## src/rtl/vfd_bcd_scan.sv

```systemverilog
// Three-grid VFD scanner: packed BCD in, serial grid+segment words out.
// Each digit is loaded, shifted MSB first, latched, then held for DWELL clocks.
module vfd_bcd_scan #(
  parameter int unsigned CLK_DIV = 4,
  parameter int unsigned DWELL   = 1000
) (
  input  logic        clk,
  input  logic        rst,
  input  logic        en,
  input  logic [11:0] bcd_in,
  output logic        vfd_sclk,
  output logic        vfd_sdata,
  output logic        vfd_lat,
  output logic        busy,
  output logic        frame_done
);

  localparam int unsigned CNT_MAX = (2 * CLK_DIV > DWELL) ? 2 * CLK_DIV : DWELL;
  localparam int unsigned CNT_W   = $clog2(CNT_MAX);
  localparam int unsigned DIV_W   = (CLK_DIV > 1) ? $clog2(CLK_DIV) : 1;

  localparam logic [DIV_W-1:0] DIV_LAST  = DIV_W'(CLK_DIV - 1);
  localparam logic [CNT_W-1:0] LAT_LAST  = CNT_W'(2 * CLK_DIV - 1);
  localparam logic [CNT_W-1:0] HOLD_LAST = CNT_W'(DWELL - 1);
  localparam logic [CNT_W-1:0] HOLD_PEN  = CNT_W'((DWELL > 1) ? DWELL - 2 : 0);

  typedef enum logic [2:0] {S_IDLE, S_LOAD, S_SHIFT, S_LATCH, S_HOLD} state_t;
  typedef enum logic [1:0] {D_HUND, D_TENS, D_ONES} digit_t;

  state_t            state_q;
  digit_t            digit_q;
  logic [11:0]       snap_q;
  logic [15:0]       shreg_q;
  logic [DIV_W-1:0]  div_q;
  logic [4:0]        half_q;
  logic [CNT_W-1:0]  cnt_q;
  logic              sclk_q, sdata_q, lat_q, busy_q, frame_done_q;

  logic [3:0]  nib;
  logic        blank;
  logic [2:0]  grid;
  logic [7:0]  seg;
  logic [15:0] word_d;

  always_comb begin
    nib   = snap_q[3:0];
    blank = 1'b0;
    grid  = 3'b001;
    case (digit_q)
      D_HUND: begin
        nib   = snap_q[11:8];
        blank = (snap_q[11:8] == 4'd0);
        grid  = 3'b100;
      end
      D_TENS: begin
        nib   = snap_q[7:4];
        blank = (snap_q[11:8] == 4'd0) && (snap_q[7:4] == 4'd0);
        grid  = 3'b010;
      end
      default: ;
    endcase
    case (nib)
      4'd0:    seg = 8'h3F;
      4'd1:    seg = 8'h06;
      4'd2:    seg = 8'h5B;
      4'd3:    seg = 8'h4F;
      4'd4:    seg = 8'h66;
      4'd5:    seg = 8'h6D;
      4'd6:    seg = 8'h7D;
      4'd7:    seg = 8'h07;
      4'd8:    seg = 8'h7F;
      4'd9:    seg = 8'h6F;
      default: seg = 8'h40;
    endcase
    if (blank) seg = '0;
    word_d = {5'b0, grid, seg};
  end

  always_ff @(posedge clk or posedge rst) begin
    if (rst) begin
      state_q      <= S_IDLE;
      digit_q      <= D_HUND;
      snap_q       <= '0;
      shreg_q      <= '0;
      div_q        <= '0;
      half_q       <= '0;
      cnt_q        <= '0;
      sclk_q       <= 1'b0;
      sdata_q      <= 1'b0;
      lat_q        <= 1'b0;
      busy_q       <= 1'b0;
      frame_done_q <= 1'b0;
    end else begin
      frame_done_q <= 1'b0;
      case (state_q)
        S_IDLE: begin
          if (en) begin
            snap_q  <= bcd_in;
            digit_q <= D_HUND;
            busy_q  <= 1'b1;
            state_q <= S_LOAD;
          end
        end
        S_LOAD: begin
          shreg_q <= word_d;
          sdata_q <= word_d[15];
          sclk_q  <= 1'b0;
          div_q   <= '0;
          half_q  <= '0;
          state_q <= S_SHIFT;
        end
        S_SHIFT: begin
          if (div_q == DIV_LAST) begin
            div_q <= '0;
            if (half_q == 5'd31) begin
              sclk_q  <= 1'b0;
              lat_q   <= 1'b1;
              cnt_q   <= '0;
              state_q <= S_LATCH;
            end else begin
              half_q <= half_q + 5'd1;
              // Even half = low phase; the next bit is presented as the low phase begins.
              if (!half_q[0]) begin
                sclk_q <= 1'b1;
              end else begin
                sclk_q  <= 1'b0;
                sdata_q <= shreg_q[14];
                shreg_q <= {shreg_q[14:0], 1'b0};
              end
            end
          end else begin
            div_q <= div_q + DIV_W'(1);
          end
        end
        S_LATCH: begin
          if (cnt_q == LAT_LAST) begin
            lat_q        <= 1'b0;
            sdata_q      <= 1'b0;
            cnt_q        <= '0;
            frame_done_q <= (digit_q == D_ONES) && (DWELL == 1);
            state_q      <= S_HOLD;
          end else begin
            cnt_q <= cnt_q + CNT_W'(1);
          end
        end
        S_HOLD: begin
          if (cnt_q == HOLD_LAST) begin
            if (digit_q != D_ONES) begin
              digit_q <= (digit_q == D_HUND) ? D_TENS : D_ONES;
              state_q <= S_LOAD;
            end else if (en) begin
              snap_q  <= bcd_in;
              digit_q <= D_HUND;
              state_q <= S_LOAD;
            end else begin
              busy_q  <= 1'b0;
              state_q <= S_IDLE;
            end
          end else begin
            cnt_q        <= cnt_q + CNT_W'(1);
            frame_done_q <= (digit_q == D_ONES) && (cnt_q == HOLD_PEN);
          end
        end
        default: state_q <= S_IDLE;
      endcase
    end
  end

  assign vfd_sclk   = sclk_q;
  assign vfd_sdata  = sdata_q;
  assign vfd_lat    = lat_q;
  assign busy       = busy_q;
  assign frame_done = frame_done_q;

endmodule

```

## config.mk

```make
export PLATFORM = sky130hd
export DESIGN_NAME = vfd_bcd_scan
export DESIGN_NICKNAME = d
export VERILOG_FILES = /design/src/rtl/vfd_bcd_scan.sv
export SDC_FILE = /design/constraint.sdc
export NUM_CORES = 1
export LEC_CHECK = 0
export ABC_AREA = 1
export CORE_ASPECT_RATIO = 0.9
export CORE_MARGIN = 1.5
export CORE_UTILIZATION = 59
export DETAILED_ROUTE_END_ITERATION = 12
export PLACE_DENSITY_LB_ADDON = 0.12
export RECOVER_POWER = 25
export SETUP_SLACK_MARGIN = 0.1
export SLEW_MARGIN = 15
export SYNTH_ARGS = -nofsm -noshare
export SYNTH_HDL_FRONTEND = slang
export SYNTH_SLANG_ARGS = --single-unit
```

## constraint.sdc

```tcl
create_clock -name clk -period 1.9 [get_ports clk]
set_input_delay 0.38 -clock clk [delete_from_list [all_inputs] [get_ports clk]]
set_output_delay 0.38 -clock clk [all_outputs]
set_load 0.01 [all_outputs]
```

# Word-level counts from Yosys, hierarchy flattened
# Memories as Yosys holds them, arrays and structs flattened.
# Cells that the tools add are included.
# totals
n_memories	1
reg_bits	54
romBits	112
inputBits	15
# mem_list
memory	depth	width	read_ports	rd_ports_with_merged_regs	write_ports	line	text
(name not given)	16	7	1	0	0	62	case (nib)
# op_classes
reduce_logical	21
n_eq_ne	22
n_addsub	3
mux	54
# op_table
cell	n
15-bit 2-to-1 mux	3
10-bit 2-to-1 mux	4
12-bit 2-to-1 mux	3
10-bit one-hot mux with 3 select lines	1
15-bit one-hot mux with 2 select lines	1
12-bit one-hot mux with 2 select lines	1
2-bit != test (second input constant)	11
10-bit == test (second input constant)	2
1-bit 2-to-1 mux	17
3-bit 2-to-1 mux	5
3-bit one-hot mux with 5 select lines	1
5-bit AND reduction	3
4-bit AND reduction	3
10-bit by 1-bit adder with 10-bit output (second input constant)	1
10-bit by 3-bit == test with 1-bit output (second input constant)	1
2-bit 2-to-1 mux	5
5-bit 2-to-1 mux	2
5-bit one-hot mux with 2 select lines	1
4-bit logical NOT	2
8-bit 2-to-1 mux	1
1-bit one-hot mux with 2 select lines	4
2-bit one-hot mux with 2 select lines	2
4-bit one-hot mux with 2 select lines	1
3-bit by 2-bit == test with 1-bit output (second input constant)	2
16 further kinds	23

# Depth between registers and ports, before layout
# Gate-level depths: netlist of the first run.
# depth
depth_word	5
mapped_depth	11

# Worst setup path before layout of the first run
# Ideal clock, no wire load.
# synth_path
path_type	register to register
startpoint	register half_q[0]
endpoint	register shreg_q[1]
arrival_ns	1.589
n_path_buf	1
slack_ns	0.187
setup_time_ns	0.124
stages_incl_launch_ff	12
path_cell_list	dfrtp_1 ha_1 nand2_1 nor2_1 ha_1 nand2_4 nand2_1 nor2_4 nand2_2 buf_6 a21oi_1 a21oi_1
# synth_between
elab_chain_cells	3
# synth_lines
element	line	text
from (decl)	35	logic [4:0] half_q;
from (signal assigned)	121	half_q <= half_q + 5'd1;
5-bit == test	115	if (half_q == 5'd31) begin
2-bit != test (no source line)	n/a	
4-bit AND reduction (no source line) *	n/a	
to (signal assigned)	105	shreg_q <= word_d;
to (signal assigned)	128	shreg_q <= {shreg_q[14:0], 1'b0};
to (decl)	33	logic [15:0] shreg_q;
# Every way passes the cells marked *; elsewhere a longest branch is shown, timed or not.
# A chain may end at the register's enable or synchronous reset.

# Worst setup path after layout of the first run
# layout_path
startpoint	register half_q[1]
endpoint	register shreg_q[10]
# layout_between
elab_chain_cells	3
# layout_lines
element	line
5-bit == test	115
2-bit != test (no source line)	n/a
4-bit AND reduction (no source line)	n/a
# Every way passes these cells.

==> impl_results.md, run 1 <==
* Initial antenna violation count at 0
* Area leader, netlist: dfrtp_1
* DP HPWL at 4.51 mm
* Vias/cell at 5.34
* Syn nets at 402
* Ys async rst share at 100%
* Area of the multi-input gates at 1500 um2
* DRC at 0
* Die height at 70.8 um
* Synth cell count leaders: 87 x nand2_1, 54 x dfrtp_1, 48 x inv_1
* Status: finished clean
* Clk root buf: clkbuf_8
* Flop pwr share at 57.7%
* Placed Cells at 469
* WL final at 6.62 mm
* Layout Cells excl Fill at 488
* Setup TNS at 0 ps
* Yosys top cell area share at 44.8%
* TritonCTS Sinks at 54
* Headroom to the max-slew limit at 75.3%
* Power Dens Cells at 548 nW/um2
* Vias at 2604
* RSZ-0062 raised after global routing: yes
* Post-synth top flop: dfrtp_1
* Post-layout util at 74.4%
* Worst Path Arrival at 1960 ps
* Critical Path Fanout Max at 8
* I/O pin cnt at 20
* Overflow after GRT at 0
* First-pass GRT wire length at 11.0 mm
* # setup viols final at 0
* Peak supply drop at 0.493 mV
* Clock Power Share at 39.2%
* Critical path buffer and inverter count at 1
* Number of antenna diodes at 0
* Final-stage net count at 444
* Synth-to-layout area growth at 20.7%
* Synth Cell Area at 3020 um2
* Critical Path Sink Type: flip-flop
* Ys Warns at 0
* Post-route ant nets at 0
* Fmax at 577 MHz
* Sequential Area at 1350 um2
* Sw Ratio at 19.6%
* Top post-synthesis cells by area: dfrtp_1 45%, nand2_1 11%, inv_1 6.0%
* Worst-Skew Late Latency at 300 ps
* Worst clock skew at 8.01 ps
* P_int at 1600 uW
* Synth Area per Inst at 7.91 um2
* Die area at 5550 um2
* Die X at 78.4 um
* Min-Delay Path Class: reg -> reg
* Critical path class: reg -> reg
* Clk buf depth at 2
* Final Hold Viols at 0
* Pin count of the biggest net entering global routing at 55
* Top delay family on crit path: simple AND/OR/NAND/NOR gates
* Synth unique cells at 34
* H-Tree Depth at 2
* Most frequent cell after synthesis: nand2_1
* CP max stage cell: dfrtp_1
* Startpoint types: flip-flop
* GRT Util Overall at 24.8%
* Vias in the first global route at 2416
* Initial Util at 61.6%
* Synthesized instance count at 381
* CTS tree: built
* CTS clock-pin slew for the worst setup and hold paths at 90 ps
* Drt wl/cell at 13.6 um
* Dpl ws at 48.8 ps
* Hold_buf cts at 0
* Crit path time final at 1730 ps
* P_leak at 0.00174 uW
* Initial drt markers at 143
* Drt first pass iters at 4
* Fraction of layout cells with a size suffix above 1 at 18.9%
* Slew @ Worst Pin at 368 ps
* GP Congestion at 0.883
* CP peak stage delay at 410 ps
* Fin worst setup slack at 166 ps
* Fillcell total at 368
* Logic gate share of total power at 3.1%
* Max-slew violations at 0
* Req. time, crit path at 2120 ps
* # rows at 24
* Total CTS buffers at 5
* EDFF count, synth at 0
* IO Port Bufs at 19
* Sequential element share of the synthesized area at 44.8%
* Final period util at 91.3%
* Net Switching at 391 uW
* Cell Chain, Critical Path: ha_2, nand2_2, nor2_2, ha_2, nand2_4, nand3_4, nor2_4, buf_12, nor2_2, a31oi_1
* Core ar. at 4890 um2
* Hold_ws at 492 ps
* Max_cap viols at 0
* Seq cells post-synth at 54
## path summary, 6_finish.rpt
| kind | from | end | slack, ps | depth (start not counted) |
|---|---|---|---|---|
| worst max register to register | half_q[1] | shreg_q[10] | 170 | 10 |
| max in group asynchronous | rst | digit_q[0] | 1050 | 3 |
| worst max-delay path | half_q[1] | shreg_q[10] | 170 | 10 |
| worst min register to register | shreg_q[11] | shreg_q[11] | 490 | 2 |
| worst min-delay path | shreg_q[11] | shreg_q[11] | 490 | 2 |
| min in group asynchronous | rst | shreg_q[3] | 570 | 3 |
## cells in the final DEF (no fill, tap or decap), types with 2 or more instances in the layout
cell type,netlist,layout
o21ai_1,9,9
nand3_1,22,22
dfrtp_2,0,2
buf_12,0,2
nand2_1,87,85
a21oi_1,27,23
inv_1,48,47
a21oi_2,0,4
o211ai_1,4,4
nand2_4,3,5
nor2_1,38,31
inv_2,4,5
nor3_1,4,4
xor2_1,5,5
nand3_2,1,2
dfrtp_1,54,52
nor2_4,6,8
clkdlybuf4s50_1,0,18
nand2_2,5,6
o21ai_2,2,2
nand4_1,9,9
clkbuf_8,0,6
o21ai_0,22,22
nor2_2,5,10
ha_2,0,2
nand3_4,2,2
buf_4,2,18
ha_1,6,3
## state kept, by name, summed over array words and instances (netlist names), 2 cells and up
name	cells
state_q	3
half_q	5
snap_q	12
shreg_q	15
cnt_q	10
digit_q	2
div_q	2
## timing repair
| item | 4_1_cts | 5_1_grt |
|---|---|---|
| setup buffers | 1 | 8 |
| gates cloned | 0 | 3 |
| resized for setup | 2 | 23 |
| endpoints found under the setup margin | 18 | 36 |
| pin swaps | 1 | 7 |
## metrics by stage
step / total power [uW] / instance area, um2
after detailed placement: 1240 / 3330
after global placement: 1240 / 3330
after global routing: 2070 / 3640
after CTS: 2010 / 3470
after floorplan: 1190 / 3020
final: 1990 / 3640
## power groups by stage
stage	Sequential, uW	Combinational (uW)	Clock [uW]
floorplan	1170	20.1	0
finish	1150	62.3	782
global placement	1170	64.0	0
detailed placement	1170	65.1	0
global route	1150	71.7	843
CTS	1150	65.2	799
## routing by layer
layer	up-vias	GRT usage (%)	part of all wire, %
met5	-	0	0
met4	0	7.14	1.0
met3	7	4.26	4.2
met2	58	38.6	49
met1	1218	36.0	46
li1	1321	-	-
## worst reg2reg max path, stage by stage, from the launching register on
cell,delay [ps]
dfrtp_1,410
ha_2,190
nand2_2,80
nor2_2,40
ha_2,200
nand2_4,90
nand3_4,110
nor2_4,190
buf_12,150
nor2_2,40
a31oi_1,160
## cells by family after synthesis
| group | synth area share [%] |
|---|---|
| adder cells (fa/ha/maj) | 2.49 |
| XOR/XNOR | 1.45 |
| flip-flops | 44.8 |
| multiplexers | 0.332 |
| AO/OA/AOI/OAI | 13.2 |
| AND/OR/NAND/NOR | 29.1 |
| buffers and inverters | 8.59 |
## layout make-up
class	count	share of cell area [%]
clock buffer	6	2.27
timing repair buffer	41	11.0
tap	65	2.23
multi-input combinational	269	41.1
sequential	54	37.2
clock inverter	1	0.825
inverter	52	5.36
Note: power is estimated with default switching activity, not from simulation.
==> run 2: changes to the inputs <==
--- a/constraint.sdc
+++ b/constraint.sdc
@@ -3,2 +3,2 @@
 set_output_delay 0.38 -clock clk [all_outputs]
-set_load 0.01 [all_outputs]
+set_load 0.02 [all_outputs]
==> results of run 2 <==
The final DEF is identical to that of run 1. Status: finished clean.
==> run 3: changes to the inputs <==
- CORE_MARGIN: 1.5 -> 4
==> run 3 against run 2 <==
  * Maximum frequency down 4.6%
  * Critical path depth grew 1
  * Final cell count down 0.20%
  * Core utilization rose by 0.49 points
  * Power decreased by 0.87%
  * Worst setup slack worse by 84 ps
  * Die area grew 14%
  * Flip-flop and latch count did not move
  * Via count is 0.15% lower
  * Final area grew 0.65%
  * Clock skew about the same
  * Worst hold slack gained 11 ps
==> impl_results.md, run 3 (synthesized netlist as in run 1, its figures left out) <==
* TritonCTS Sinks at 54 (unchanged)
* Most common cell after layout, fill and taps aside: nand2_1
* H-Tree Depth at 2 (unchanged)
* Max-slew violations at 0 (unchanged)
* # setup viols final at 0 (unchanged)
* Pin count of the biggest net entering global routing at 55 (unchanged)
* Vias/cell at 5.34 (about the same)
* Initial Util at 61.6% (unchanged)
* Largest registers: shreg_q (15), snap_q (12), cnt_q (10)
* Worst-Skew Late Latency at 310 ps (about the same)
* CP max stage cell: dfrtp_1
* I/O pin cnt at 20 (unchanged)
* Startpoint types: flip-flop
* # rows at 24 (unchanged)
* Largest Register: shreg_q
* Overflow after GRT at 0 (unchanged)
* Final period util at 95.7% (+4.4 points)
* Die area at 6320 um2 (+14%)
* Core ar. at 4890 um2 (unchanged)
* Vias at 2600 (-0.15%)
* Fraction of layout cells with a size suffix above 1 at 21.1% (+2.2 points)
* Placed Cells at 467 (-0.43%)
* Post-route ant nets at 0 (unchanged)
* Req. time, crit path at 2090 ps (-30 ps)
* Worst clock skew at 8.12 ps (+0.110 ps)
* P_leak at 0.00172 uW (-1.2%)
* Crit path time final at 1820 ps (+84.0 ps)
* Die height at 75.8 um (+7.1%)
* Peak supply drop at 0.520 mV (+5.4%)
* Synth-to-layout area growth at 21.5%
* CTS clock-pin slew for the worst setup and hold paths at 100 ps (about the same)
* Critical path class: reg -> reg
* DP HPWL at 4.29 mm (-4.8%)
* First-pass GRT wire length at 10.7 mm (-2.4%)
* RSZ-0062 raised after global routing: yes
* Post-layout util at 74.9% (+0.49 points)
* DRC at 0 (unchanged)
* Layout Cells excl Fill at 487 (-0.20%)
* Reg2reg setup slack at 80 ps (-80 ps)
* Setup TNS at 0 ps (unchanged)
* Clk root buf: clkbuf_8
* Final-stage net count at 442 (-0.45%)
* Total CTS buffers at 5 (unchanged)
* Initial antenna violation count at 0 (unchanged)
* Critical Path Sink Type: flip-flop
* Clk buf depth at 2 (unchanged)
* CP most frequent cell: nand2_4
* Vias in the first global route at 2326 (-3.7%)
* Worst Path Arrival at 2010 ps (+50 ps)
* Fmax at 550 MHz (-4.6%)
* Drt first pass iters at 4 (unchanged)
* GRT Util Overall at 21.1% (-3.7 points)
* Initial drt markers at 91 (-36%)
* Status: finished clean
* Headroom to the max-slew limit at 20.0% (-55 points)
* Number of antenna diodes at 0 (unchanged)
* CTS tree: built
* Final Hold Viols at 0 (unchanged)
* Power Dens Cells at 540 nW/um2
* Max reg flops at 15 (unchanged)
* Fillcell total at 357 (-3.0%)
* Drt wl/cell at 13.3 um (-2.1%)
* Hold_buf cts at 0 (unchanged)
* Most frequent cells in the layout: 80 x nand2_1, 52 x dfrtp_1, 45 x inv_1
* GP Congestion at 0.862 (-2.3%)
* CP peak stage delay at 410 ps (about the same)
* Die X at 83.4 um (+6.4%)
* Min-Delay Path Class: reg -> reg
* IO Port Bufs at 19 (unchanged)
* Slew @ Worst Pin at 1200 ps (+832 ps)
* WL final at 6.47 mm (-2.3%)
* Cell Chain, Critical Path: ha_2, nand2_2, nor2_2, ha_2, buf_4, nand2_4, nand2_4, nor2_4, nand2_4, a21oi_2, a21oi_1
* Max_cap viols at 0 (unchanged)
* Critical Path Fanout Max at 7 (-1)
[run 3: what timing repair did]
| action | 4_1_cts | 5_1_grt |
|---|---|---|
| setup buffers | 0 | 10 |
| hold endpoints to repair | 0 | 0 |
| pin swaps | 1 | 15 |
| gates resized for setup | 3 | 43 |
| setup endpoints to repair | 27 | 43 |
| cloned | 1 | 1 |
[run 3: routing by layer]
| metal | share of wire (%) | vias to the layer above | global-route usage [%] |
|---|---|---|---|
| met1 | 48 | 1216 | 28.7 |
| met4 | 1.6 | 0 | 7.08 |
| li1 | - | 1322 | - |
| met3 | 3.5 | 12 | 3.89 |
| met5 | 0 | - | 0 |
| met2 | 47 | 50 | 34.7 |
[run 3: worst max-delay path, delay by kind of cell, from the launching register on]
| family | cells | cell delay (ps) |
|---|---|---|
| AND/OR/NAND/NOR | 6 | 570 |
| flip-flops | 1 | 410 |
| adder cells (fa/ha/maj) | 2 | 380 |
| AO/OA/AOI/OAI | 2 | 200 |
| buffers and inverters | 1 | 140 |
[run 3: worst paths after layout]
check,to,from,cells after the start
max in group asynchronous,digit_q[0],rst,3
min in group asynchronous,snap_q[11],rst,3
max,shreg_q[5],half_q[1],11
min,snap_q[2],snap_q[2],2
min reg2reg,snap_q[2],snap_q[2],2
max reg2reg,shreg_q[5],half_q[1],11
[run 3: report_power, final]
part,switching [uW],total [uW],leakage [uW],internal (uW)
Clock,375,768,0.0000514,394
Combinational,30.6,59.3,0.000987,28.7
Sequential,0.809,1150,0.000680,1150
[run 3: final cells by class]
cell class	instances	area, um2	area share, %
multi-input cells	269	1570	42.7
flip-flops and latches	54	1350	36.9
repair buffers	39	354	9.66
inverters	52	200	5.46
well taps	65	81.3	2.22
clock buffers	6	72.6	1.98
clock inverters	2	37.5	1.02
[run 3: metrics by stage]
step | setup slack, ps | total power (uW) | instance area [um2] | hold WS, ps
4_1_cts | 114 | 2010 | 3440 | 441
5_1_grt | -32.3 | 2060 | 3660 | 541
3_3_place_gp | 83.9 | 1240 | 3310 | 463
3_5_place_dp | 53.3 | 1240 | 3310 | 466
6_report | 81.6 | 1980 | 3660 | 503
2_1_floorplan | 187 | 1190 | 3020 | 450
==> RTL edit: new RTL, config.mk and constraints of run 2 <==
The parameter `CLK_DIV` goes from 4 to 8.
--- a/src/rtl/vfd_bcd_scan.sv
+++ b/src/rtl/vfd_bcd_scan.sv
@@ -2,5 +2,5 @@
 // Each digit is loaded, shifted MSB first, latched, then held for DWELL clocks.
 module vfd_bcd_scan #(
-  parameter int unsigned CLK_DIV = 4,
+  parameter int unsigned CLK_DIV = 8,
   parameter int unsigned DWELL   = 1000
 ) (
Check against the original RTL: not equivalent (Yosys sat finds a counterexample within 10 cycles, from zero or initial values and one cycle with rst high).
==> RTL edit against run 2 <==
Area after synthesis is 3.2% higher; worst hold slack improved by 8.0 ps; non-clock buffer count fell by 6; cell area decreased by 0.89%; global-route usage up 0.18 points; worst setup slack gained 28 ps; clock skew fell by 0.82 ps; sequential share of layout area is 1.1 points higher; first-iteration DRC count fell by 18%; sequential cell count increased by 1; routed wire length is 0.30% lower; critical path type unchanged; highest routed layer unchanged.
Power is not compared: it rests on default switching activity, and its combinational part moved more than twofold at a synthesized area within 25%.
==> RTL edit: results (changes against run 2) <==
Outcome:
- Status: completed (unchanged).

STA:
- The relative slew slack is 77.4% (was 75.3%).
- The final worst clock skew is 7.19 ps (was 8.01 ps).

Placed design:
- The post-place instance area is 0.00341 sq mm (was 0.00333 sq mm).
- The number of placed cells counting well taps is 497 (was 469).
- The setup slack after placement is 8.45 ps (was 48.8 ps).
- The placer's final routability congestion estimate is 0.887 (was 0.883).
- The half-perimeter wire length after placement is 4600 um (was 4510 um).

Synth:
- The number of distinct standard cells referenced by the synthesized netlist is 33 (was 34).
- The proportion of synthesized area in mux cells was 0% (was 0.332%).
- Post-synth top cells: nand2_1, dfrtp_1, nor2_1 (was nand2_1, dfrtp_1, inv_1).
- The area share of fa/ha/maj cells after synthesis came to 2.81% (was 2.49%).
- The proportion of synthesized chip area in sequential cells was 44.2% (was 44.8%).
- The number of nets in the synthesized netlist came to 433 (was 402).
- Cell types occupying the most area after synthesis: dfrtp_1, nand2_1, nor2_1 (was dfrtp_1, nand2_1, inv_1).
- The compound-cell area share of the yosys netlist is 12.3% (was 13.2%).

Final layout:
- The count of nets after finishing is 465 (was 444).
- The layout filler cell count is 444 (was 368).

Pwr:
- The total leakage power is 1.76 nW.

Global routing:
- The via count of the first global-routing pass is 2,557 (was 2,416).
- The largest net degree at the start of global routing is 56 (was 55).
- The wire length of the first global-routing pass is 11,300 um (was 11,000 um).
- The overall track demand over capacity in global routing is 25.0% (was 24.8%).

Route:
- The total wire length came to 6600 um (was 6620 um).
- The via density per instance is 5.39 (was 5.34).
- The count of routing violations after the opening detailed-route iteration came to 117 (was 143).
- The wire length per cell is 13.0 um (was 13.6 um).

Worst setup path:
- The arrival time of data at the critical path endpoint is 1930 ps (was 1960 ps).
- The largest single stage delay on the critical path is 400 ps.
- The maximum fanout count along the critical path is 15 (was 8).

Clocking:
- The total CTS buffers came to 5 (unchanged).
- The insertion delay to the later sink of the worst-skew pair is 300 ps (about the same).
[RTL edit: layer usage]
layer	wire (um)	global-route usage (%)	part of all wire, %
met5	0	0	0
met4	67	5.26	1.0
met3	249	4.15	3.8
met2	3080	40.4	47
met1	3200	35.8	48
[RTL edit: layout make-up]
cell class	count	area (sq um)	area share, %
Multi-Input combinational cell	292	1530	42.3
Sequential cell	55	1380	38.2
Timing Repair Buffer	35	335	9.29
Inverter	54	205	5.69
Tap cell	65	81.3	2.25
Clock buffer	7	76.3	2.12
Clock inverter	1	5.00	0.139
[RTL edit: worst register-to-register path: stages, from the launching register on]
cell	delay [ps]
dfrtp_1	400
ha_1	210
nand2_1	90
nor2_1	50
ha_2	180
nand2_2	110
nand3_4	120
nor2_4	130
buf_12	140
nor2_1	40
a21oi_1	160
[RTL edit: worst paths after layout]
path,slack [ps],start,endpoint,depth (start not counted)
max,190,half_q[0],shreg_q[1],10
min,500,shreg_q[0],shreg_q[0],2
max reg2reg,190,half_q[0],shreg_q[1],10
min reg2reg,500,shreg_q[0],shreg_q[0],2
max in group asynchronous,1050,rst,cnt_q[1],3
min in group asynchronous,590,rst,shreg_q[7],3
[RTL edit: logic make-up after synthesis]
logic type	after synthesis
AO/OA/AOI/OAI	68
XOR/XNOR	4
flip-flops	55
buffers and inverters	66
AND/OR/NAND/NOR	211
adder cells (fa/ha/maj)	7
[RTL edit: power breakdown]
part	switching, mW	internal, mW
clock network	0.368	0.260
logic	1.88	1.09
registers	0.292	1.58
[RTL edit: repair_timing]
action | CTS | global route
buffers inserted | 1 | 1
gates resized for setup | 3 | 20
setup endpoints to repair | 12 | 38
pin swaps | 1 | 6
cloned | 0 | 2
hold buffers | 0 | 0
